[config.mk]
export PLATFORM = sky130hd
export DESIGN_NAME = sprite_mover
export DESIGN_NICKNAME = d
export VERILOG_FILES = /design/src/rtl/sprite_mover.sv
export SDC_FILE = /design/constraint.sdc
export NUM_CORES = 1
export LEC_CHECK = 0
export CORE_MARGIN = 4
export CORE_UTILIZATION = 51
export CTS_BUF_LIST = sky130_fd_sc_hd__clkbuf_8
export CTS_CLUSTER_DIAMETER = 60
export DETAILED_ROUTE_END_ITERATION = 8
export PLACE_DENSITY_LB_ADDON = 0.05
export SLEW_MARGIN = 20
export SYNTH_ARGS = -nofsm -noshare
export SYNTH_HDL_FRONTEND = slang
export SYNTH_SLANG_ARGS = --single-unit
export TNS_END_PERCENT = 30
[constraint.sdc]
create_clock -name clk -period 4.2 [get_ports clk]
set_clock_uncertainty 0.2 [all_clocks]
set_input_delay 0.63 -clock clk [delete_from_list [all_inputs] [get_ports clk]]
set_output_delay 0.63 -clock clk [all_outputs]
set_load 0.005 [all_outputs]
[src/rtl/sprite_mover.sv]
// Sprite position controller: steps a square sprite on a raster in response
// to direction requests, asking an external wall map before every move, and
// reports sprite coverage of the current raster pixel.
module sprite_mover #(
   parameter int X_W   = 10,
   parameter int Y_W   = 10,
   parameter int SPEED = 5,
   parameter int SIZE  = 5,
   parameter int X_INI = 300,
   parameter int Y_INI = 300,
   parameter int X_MIN = 0,
   parameter int X_MAX = 639,
   parameter int Y_MIN = 0,
   parameter int Y_MAX = 479
) (
   input  logic           clk,
   input  logic           reset,
   input  logic           tick,
   input  logic           start,
   input  logic           ack,
   input  logic           win,
   input  logic           lose,
   input  logic [3:0]     dir_req,
   output logic           q_valid,
   output logic [X_W-1:0] q_x,
   output logic [Y_W-1:0] q_y,
   input  logic           q_ready,
   input  logic           q_wall,
   input  logic [X_W-1:0] hCount,
   input  logic [Y_W-1:0] vCount,
   output logic           fill,
   output logic [X_W-1:0] pos_x,
   output logic [Y_W-1:0] pos_y,
   output logic [3:0]     cur_dir,
   output logic [2:0]     state,
   output logic           overrun
);

   typedef enum logic [2:0] {
      S_INI     = 3'd0,
      S_PLAY    = 3'd1,
      S_QRY_NEW = 3'd2,
      S_QRY_CUR = 3'd3,
      S_WIN     = 3'd4,
      S_LOSE    = 3'd5
   } state_t;

   // Signed, one-bit-wider constants so targets past either edge compare correctly
   localparam logic signed [X_W:0] C_SPD_X  = (X_W+1)'(SPEED);
   localparam logic signed [Y_W:0] C_SPD_Y  = (Y_W+1)'(SPEED);
   localparam logic signed [X_W:0] C_XMIN   = (X_W+1)'(X_MIN);
   localparam logic signed [X_W:0] C_XMAX   = (X_W+1)'(X_MAX);
   localparam logic signed [Y_W:0] C_YMIN   = (Y_W+1)'(Y_MIN);
   localparam logic signed [Y_W:0] C_YMAX   = (Y_W+1)'(Y_MAX);
   localparam logic [X_W:0]        C_HALF_X = (X_W+1)'(SIZE / 2);
   localparam logic [Y_W:0]        C_HALF_Y = (Y_W+1)'(SIZE / 2);
   localparam logic [X_W-1:0]      C_XINI   = X_W'(X_INI);
   localparam logic [Y_W-1:0]      C_YINI   = Y_W'(Y_INI);

   state_t           r_state, w_state_n;
   logic [X_W-1:0]   r_pos_x, w_pos_x_n, r_q_x, w_q_x_n;
   logic [Y_W-1:0]   r_pos_y, w_pos_y_n, r_q_y, w_q_y_n;
   logic [3:0]       r_cur_dir, w_cur_dir_n, r_pend, w_pend_n, r_q_dir, w_q_dir_n;
   logic             r_q_valid, w_q_valid_n, r_overrun, w_overrun_n;

   logic                  w_new_go, w_dir_one, w_tgt_ok, w_resolved, w_blocked;
   logic [3:0]            w_qdir;
   logic signed [X_W:0]   w_tgt_x;
   logic signed [Y_W:0]   w_tgt_y;
   logic [X_W:0]          w_h_ext, w_px_ext;
   logic [Y_W:0]          w_v_ext, w_py_ext;

   // A fresh direction is only tried from PLAY; every other query re-checks cur_dir
   assign w_new_go   = (r_state == S_PLAY) && (r_pend != 4'd0) && (r_pend != r_cur_dir);
   assign w_qdir     = w_new_go ? r_pend : r_cur_dir;
   assign w_dir_one  = (dir_req != 4'd0) && ((dir_req & (dir_req - 4'd1)) == 4'd0);
   // An out-of-bounds target never raises q_valid and reads as an immediate wall
   assign w_resolved = !r_q_valid || q_ready;
   assign w_blocked  = !r_q_valid || q_wall;

   // Candidate position one step from the current position in the direction to query
   always_comb begin
      w_tgt_x = $signed({1'b0, r_pos_x});
      w_tgt_y = $signed({1'b0, r_pos_y});
      case (w_qdir)
         4'b1000: w_tgt_x = $signed({1'b0, r_pos_x}) - C_SPD_X;
         4'b0100: w_tgt_y = $signed({1'b0, r_pos_y}) - C_SPD_Y;
         4'b0010: w_tgt_x = $signed({1'b0, r_pos_x}) + C_SPD_X;
         4'b0001: w_tgt_y = $signed({1'b0, r_pos_y}) + C_SPD_Y;
         default: begin
            w_tgt_x = $signed({1'b0, r_pos_x});
            w_tgt_y = $signed({1'b0, r_pos_y});
         end
      endcase
      w_tgt_ok = (w_tgt_x >= C_XMIN) && (w_tgt_x <= C_XMAX) &&
                 (w_tgt_y >= C_YMIN) && (w_tgt_y <= C_YMAX);
   end

   // Next-state, movement and query-issue decisions
   always_comb begin
      w_state_n   = r_state;
      w_pos_x_n   = r_pos_x;
      w_pos_y_n   = r_pos_y;
      w_cur_dir_n = r_cur_dir;
      w_pend_n    = r_pend;
      w_q_valid_n = r_q_valid;
      w_q_x_n     = r_q_x;
      w_q_y_n     = r_q_y;
      w_q_dir_n   = r_q_dir;
      w_overrun_n = tick && ((r_state == S_QRY_NEW) || (r_state == S_QRY_CUR));
      case (r_state)
         S_INI: begin
            w_pos_x_n   = C_XINI;
            w_pos_y_n   = C_YINI;
            w_cur_dir_n = 4'd0;
            w_pend_n    = 4'd0;
            w_q_valid_n = 1'b0;
            if (start) begin
               w_state_n = S_PLAY;
            end else begin
               w_state_n = S_INI;
            end
         end
         S_PLAY, S_QRY_NEW, S_QRY_CUR: begin
            if (w_dir_one) begin
               w_pend_n = dir_req;
            end else begin
               w_pend_n = r_pend;
            end
            if (lose) begin
               w_state_n   = S_LOSE;
               w_q_valid_n = 1'b0;
            end else if (win) begin
               w_state_n   = S_WIN;
               w_q_valid_n = 1'b0;
            end else if (r_state == S_PLAY) begin
               if (tick && (w_new_go || (r_cur_dir != 4'd0))) begin
                  w_state_n   = w_new_go ? S_QRY_NEW : S_QRY_CUR;
                  w_q_valid_n = w_tgt_ok;
                  w_q_x_n     = w_tgt_x[X_W-1:0];
                  w_q_y_n     = w_tgt_y[Y_W-1:0];
                  w_q_dir_n   = w_qdir;
               end else begin
                  w_state_n = S_PLAY;
               end
            end else if (!w_resolved) begin
               w_state_n = r_state;
            end else if (!w_blocked) begin
               w_state_n   = S_PLAY;
               w_q_valid_n = 1'b0;
               w_pos_x_n   = r_q_x;
               w_pos_y_n   = r_q_y;
               w_cur_dir_n = r_q_dir;
            end else if ((r_state == S_QRY_NEW) && (r_cur_dir != 4'd0)) begin
               w_state_n   = S_QRY_CUR;
               w_q_valid_n = w_tgt_ok;
               w_q_x_n     = w_tgt_x[X_W-1:0];
               w_q_y_n     = w_tgt_y[Y_W-1:0];
               w_q_dir_n   = w_qdir;
            end else begin
               w_state_n   = S_PLAY;
               w_q_valid_n = 1'b0;
               w_cur_dir_n = (r_state == S_QRY_CUR) ? 4'd0 : r_cur_dir;
            end
         end
         S_WIN, S_LOSE: begin
            w_q_valid_n = 1'b0;
            if (ack) begin
               w_state_n = S_INI;
            end else begin
               w_state_n = r_state;
            end
         end
         default: begin
            w_state_n   = S_INI;
            w_q_valid_n = 1'b0;
         end
      endcase
   end

   // State and datapath registers; reset also kills an outstanding query at once
   always_ff @(posedge clk or posedge reset) begin
      if (reset) begin
         r_state   <= S_INI;
         r_pos_x   <= C_XINI;
         r_pos_y   <= C_YINI;
         r_cur_dir <= 4'd0;
         r_pend    <= 4'd0;
         r_q_valid <= 1'b0;
         r_q_x     <= '0;
         r_q_y     <= '0;
         r_q_dir   <= 4'd0;
         r_overrun <= 1'b0;
      end else begin
         r_state   <= w_state_n;
         r_pos_x   <= w_pos_x_n;
         r_pos_y   <= w_pos_y_n;
         r_cur_dir <= w_cur_dir_n;
         r_pend    <= w_pend_n;
         r_q_valid <= w_q_valid_n;
         r_q_x     <= w_q_x_n;
         r_q_y     <= w_q_y_n;
         r_q_dir   <= w_q_dir_n;
         r_overrun <= w_overrun_n;
      end
   end

   // Raster coverage, widened by one bit so the sprite near 0 or max never wraps
   assign w_h_ext  = {1'b0, hCount};
   assign w_v_ext  = {1'b0, vCount};
   assign w_px_ext = {1'b0, r_pos_x};
   assign w_py_ext = {1'b0, r_pos_y};
   assign fill = ((w_h_ext + C_HALF_X) >= w_px_ext) && (w_h_ext <= (w_px_ext + C_HALF_X)) &&
                 ((w_v_ext + C_HALF_Y) >= w_py_ext) && (w_v_ext <= (w_py_ext + C_HALF_Y)) &&
                 (r_state != S_INI);

   assign q_valid = r_q_valid;
   assign q_x     = r_q_x;
   assign q_y     = r_q_y;
   assign pos_x   = r_pos_x;
   assign pos_y   = r_pos_y;
   assign cur_dir = r_cur_dir;
   assign state   = r_state;
   assign overrun = r_overrun;

endmodule
* After elaboration in Yosys (flattened, before gate mapping) *
Index checks and enable logic that the tools add are counted.

storage, ports and cells
  output and inout port bits = 50
  input port bits = 33
  flip-flop bits (word level) = 57
  logic and storage cells = 147

cells by class
  multiplexer cells = 59
  reduce and logical (&&, ||, !) cells = 36
  eq/ne operators = 22
  add/subtract/negate cells = 9
  bitwise logic cells = 3
  order comparisons = 8

operators with widths
  cell                   count
  $mux 10                20
  $mux 4                 14
  $add 10x2->11 const B  4
  $pmux 11 s2            2
  $pmux 10 s2            2
  $add 10x3->11 const B  2
  $ge 11x1->1 const B    2
  $ge 11x10->1           2
  $le 10x11->1           2
  $sub 10x3->11 const B  2
  $pmux 4 s2             2
  $mux 3                 5
  $ne 2x2->1 const B     7
  $reduce_and 7->1       2
  $logic_and 1x1->1      13
  $reduce_bool 4->1      3
  $le 11x10->1 const B   1
  $le 11x11->1 const B   1
  $mux 1                 10
  $ne 5x5->1 const B     2
  $pmux 3 s3             1
  $reduce_bool 2->1      4
  $eq 3x2->1 const B     2
  $eq 3x3->1 const B     2
  other kinds (21)       30

* Longest topological paths before layout *
Gate-level depths: netlist of the first run.

  depth in word-level cells = 17
  mapped depth = 15
  depth with buffers taken out = 13

* Worst setup path after synthesis of the first run *
OpenSTA, ideal clock, no wires.

  path type = flip-flop to flip-flop
  start point = register r_state[0], in the netlist state[0]
  end point = register r_q_valid, in the netlist q_valid
  buffers on the path = 2
  setup time = 0.076 ns
  data required time = 3.924 ns
  data arrival time = 3.710 ns
  clock period less this slack = 3.987 ns
  stages on the path, launching flop included = 15
  setup slack = 0.213 ns
  cell sequence = dfrtp_1 > buf_4 > or3b_4 > clkbuf_1 > o21ai_0 > inv_1 > ha_1 > and3_1 > a221o_1 > o41ai_1 > o21ai_0 > xor2_1 > o211ai_1 > o2111ai_1 > o21ai_1

on the way
  cells in the longest elaborated chain, start to end = 17
  elaborated cells between the ends (all ways) = 34
  those cells by class = order compare (4); eq/ne (9); mux (11); reduce/logical (10)

RTL lines
  element                                             line          source
  start, declared                                     60            state_t r_state, w_state_n;
  start signal, assigned                              195           r_state <= w_state_n;
  $eq 3x1->1                                          74, 111, 136
  $logic_and 1x1->1 (2 in a row)                      74            assign w_new_go = (r_state == S_PLAY) && (r_pend != 4'd0) && (r_pend != r_cur_dir);
  $mux 4                                              75            assign w_qdir = w_new_go ? r_pend : r_cur_dir;
  $eq 4x2->1 / $eq 4x4->1 (equally long branches)     85            case (w_qdir)
  $pmux 11 s2                                         85
  $ge 11x1->1 / $le 11x11->1 (equally long branches)  95            w_tgt_ok = (w_tgt_x >= C_XMIN) && (w_tgt_x <= C_XMAX) &&
  $logic_and 1x1->1 (2 in a row)                      95
  $logic_and 1x1->1                                   96            (w_tgt_y >= C_YMIN) && (w_tgt_y <= C_YMAX);
  $mux 1                                              154           end else if ((r_state == S_QRY_NEW) && (r_cur_dir != 4'd0)) begin
  $mux 1                                              148           end else if (!w_blocked) begin
  $mux 1                                              146           end else if (!w_resolved) begin
  $mux 1                                              136           end else if (r_state == S_PLAY) begin
  $mux 1                                              133           end else if (win) begin
  $mux 1                                              130           if (lose) begin
  $mux 1                                              111           case (r_state)
  end signal, assigned                                200           r_q_valid <= w_q_valid_n;
  end, declared                                       64            logic r_q_valid, w_q_valid_n, r_overrun, w_overrun_n;

Parallel ways exist; a longest one is shown, timed or not. The select of a mux whose other input is x is not followed.
A chain may end at the register's enable or synchronous reset.

* Worst setup path after layout of the first run *
  start point = register r_state[2], in the netlist state[2]
  end point = register r_q_valid, in the netlist q_valid

Same word-level chain as after synthesis.

==> metrics.cfg, run 1 <==
[run_status]
status=completed

[clock_tree]
clock_path_buffers=2
cts_tree=done
worstSkewPairLatency_ns=0.34
clockRootBuffer=clkbuf_8
htree_levels=3
clk_pin_slew_ns=0.07
cts_buffers=9
clock-sinks=57

[floorplanning]
die_w_um=107.1
dieHeight_um=107.1
start_util=0.5318
core_um2=9415
ios=83
dieArea_um2=11470
rows=35

[layout]
seqCellArea_um2=1440
multiInputGateArea_um2=3401
final_core_util=0.6765
diodes=0
final_area_um2=6370
drive_above_1_share=0.1034
fin_nets=806
fillers=839
area_growth_pct=27.21

[sta]
rsz0062_at_grt=no
setup_tns_ns=0
finalMaxSlewViolations=0
tightest_slew_ns=0.7250
max_freq_ghz=0.2649
setup_viol=0
finalCritPeriodShare=0.8987
slew_headroom=0.5167
hold_viol=0
period_minus_slack_ns=3.775

[global_route]
overflow=0
grtUsageTotal=0.2373
grt_max_degree=58
grt_pass1_wl_mm=22.07
grt_pass1_vias=4623
grt_antenna_before_repair=0

[yosys]
synth-edff-count=0
netlist_area_um2=5007
synthCells=615
synth_area_per_cell_um2=8.142
synthesis.nets=710
ys_ff_latch=57
yosysSeqAreaShare=0.2869
yosysWarnings=0
synthFlopType=dfrtp_1
yosys.cell_types.count=55
synth-async-reset-ratio=1.000

[critical_path]
end_kind=flop
crit_fanout=13
worst_ep_arrival_time_ns=3.84
crit_required_ns=4.26
crit_path_cell_trace=or3b_4 > nor2_1 > o22ai_1 > buf_4 > ha_1 > or4_1 > o22ai_1 > o21a_1 > mux2i_1 > a32oi_1 > or4b_1 > o21ai_1
crit_path_max_incr_delay_ns=0.53
crit_path_frequent_cell=o22ai_1
path_class=reg2reg
cp_slowest_cell=or4_1
start_kind=flop

[flow_run]
maxCapViolCount=0

[route]
num_vias=4892
drtPass1Iterations=4
routedWlPerCell_um=16.10
viasPerCell=5.789
drc=0
wl_mm=13.60
ant_nets=0
drt_iter0_markers=258

[placed_design]
dpl-instance-area_um2=6042
dp_hpwl_mm=10.15
io_buffers=82
routabilityCongestion=0.9064

[pwr]
p_per_area_nw_per_um2=583.5
p_leak_nw=2.739
peakVddDrop_v=0.0004281

[worst_hold_path]
hold_class=reg2reg

-- critical path: cells and delay by family, from the launching register on --
family | cells | cell delay [ns]
simple gates | 4 | 1.64
compound gates | 5 | 0.94
mux | 1 | 0.09
flops | 1 | 0.38
buf+inv | 1 | 0.21
fa+ha+maj | 1 | 0.23
-- worst paths after layout --
path	start	cells after the start	to	slack [ns]
max	state[2]	12	q_valid	0.43
min	r_q_dir[3]	2	r_q_dir[3]	0.29
max reg2reg	state[2]	12	q_valid	0.43
min reg2reg	r_q_dir[3]	2	r_q_dir[3]	0.29
max in group asynchronous	reset	3	pos_x[4]	2.67
min in group asynchronous	reset	3	q_x[1]	0.62
-- timing repair --
action	CTS	global route
hold buffers	0	0
setup buffers	0	8
resized for setup	5	17
endpoints found under the setup margin	1	1
pin swaps	1	8
hold endpoints to repair	0	0
-- where the power goes --
group / internal (W) / switching [W]
clock: 0.000300 / 0.000227
sequential: 0.000752 / 0.000214
combinational: 0.00104 / 0.00118
total: 0.00210 / 0.00162
-- placed cells by master, fill, tap and decap left out, types with 3 or more instances in the layout --
cell type,instances
and3_1,7
dfstp_2,8
a31oi_1,5
ha_1,58
xor2_1,10
o211ai_1,3
inv_2,4
mux2i_1,11
nand2_1,52
buf_4,26
dfrtp_2,3
nor3_1,20
nand3_1,31
clkbuf_8,11
o31ai_1,3
a21oi_1,32
nor2b_1,11
nand4_1,10
nor3b_1,4
o21a_1,5
o21ai_0,79
a21o_1,7
inv_1,38
o21ai_1,3
a211oi_1,6
nor2_1,46
xnor2_1,38
dfrtp_1,46
nand2b_1,5
clkdlybuf4s50_1,81
-- cell type report --
cell class	count	area share
clock buffers	11	0.02377
clock inverters	5	0.007464
inverters	40	0.02357
multi-input cells	495	0.5339
flip-flops and latches	57	0.2261
well taps	129	0.02534
repair buffers	108	0.1599
-- synth_stat cells, types with 3 or more instances --
cell / number / share of area
o21ai_0: 81 / 0.081
ha_1: 60 / 0.15
nand2_1: 52 / 0.039
dfrtp_1: 49 / 0.24
nor2_1: 48 / 0.036
inv_1: 40 / 0.030
xnor2_1: 38 / 0.066
a21oi_1: 32 / 0.032
nand3_1: 32 / 0.032
nor3_1: 24 / 0.024
clkbuf_1: 19 / 0.014
mux2i_1: 11 / 0.022
nor2b_1: 11 / 0.014
nand4_1: 10 / 0.012
xor2_1: 10 / 0.017
and3_1: 8 / 0.010
dfstp_2: 8 / 0.042
a211oi_1: 7 / 0.010
a21o_1: 7 / 0.010
a31oi_1: 5 / 0.0062
nand2b_1: 5 / 0.0062
o21a_1: 5 / 0.0075
nor3b_1: 4 / 0.0060
buf_1: 3 / 0.0022
o211ai_1: 3 / 0.0045
o31ai_1: 3 / 0.0045
-- cell families (layout without fill, tap and decap cells) --
logic type                 Yosys count  count (layout)  share of synthesized area
and+or+nand+nor                    205             205                     0.1984
AOI/OAI and AO/OA                  167             167                     0.1984
buffers and inverters               63             164                    0.04798
adders and majority gates           62              62                     0.1579
DFF                                 57              57                     0.2869
xor gates and xnor gates            48              48                    0.08396
muxes                               13              13                    0.02649
-- per-stage QoR --
stage / total power (W) / hold WS [ns] / worst slack [ns] / cells
after floorplan: 0.002318 / 0.2432 / 0.2134 / 615
final: 0.003717 / 0.2918 / 0.4254 / 845
after global routing: 0.004046 / 0.3159 / 0.08694 / 845
after detailed placement: 0.003114 / 0.2750 / -0.04917 / 821
after global placement: 0.003074 / 0.2637 / 0.09071 / 821
after CTS: 0.003667 / 0.3004 / 0.02933 / 837
-- sequential cells by signal (all words and copies together) (netlist names) --
name     flops
pos_y       10
r_q_dir      4
q_valid      1
q_x         10
state        3
overrun      1
pos_x       10
q_y         10
r_pend       4
cur_dir      4
-- layer usage --
layer  share of wire  GRT usage  vias up
li1                -          -     2404
met1            0.45     0.3120     2318
met2            0.48     0.3937      143
met3           0.052    0.04576       27
met4           0.022    0.07306        0
met5               0          0        -
(Power assumes the default switching activity.)
==> run 2: changes to the inputs <==
--- a/config.mk
+++ b/config.mk
@@ -9,6 +9,7 @@
 export CORE_UTILIZATION = 51
 export CTS_BUF_LIST = sky130_fd_sc_hd__clkbuf_8
 export CTS_CLUSTER_DIAMETER = 60
+export CTS_CLUSTER_SIZE = 14
 export DETAILED_ROUTE_END_ITERATION = 8
 export PLACE_DENSITY_LB_ADDON = 0.05
 export SLEW_MARGIN = 20
==> results of run 2 <==
The final DEF is identical to that of run 1; final timing and power are the same.
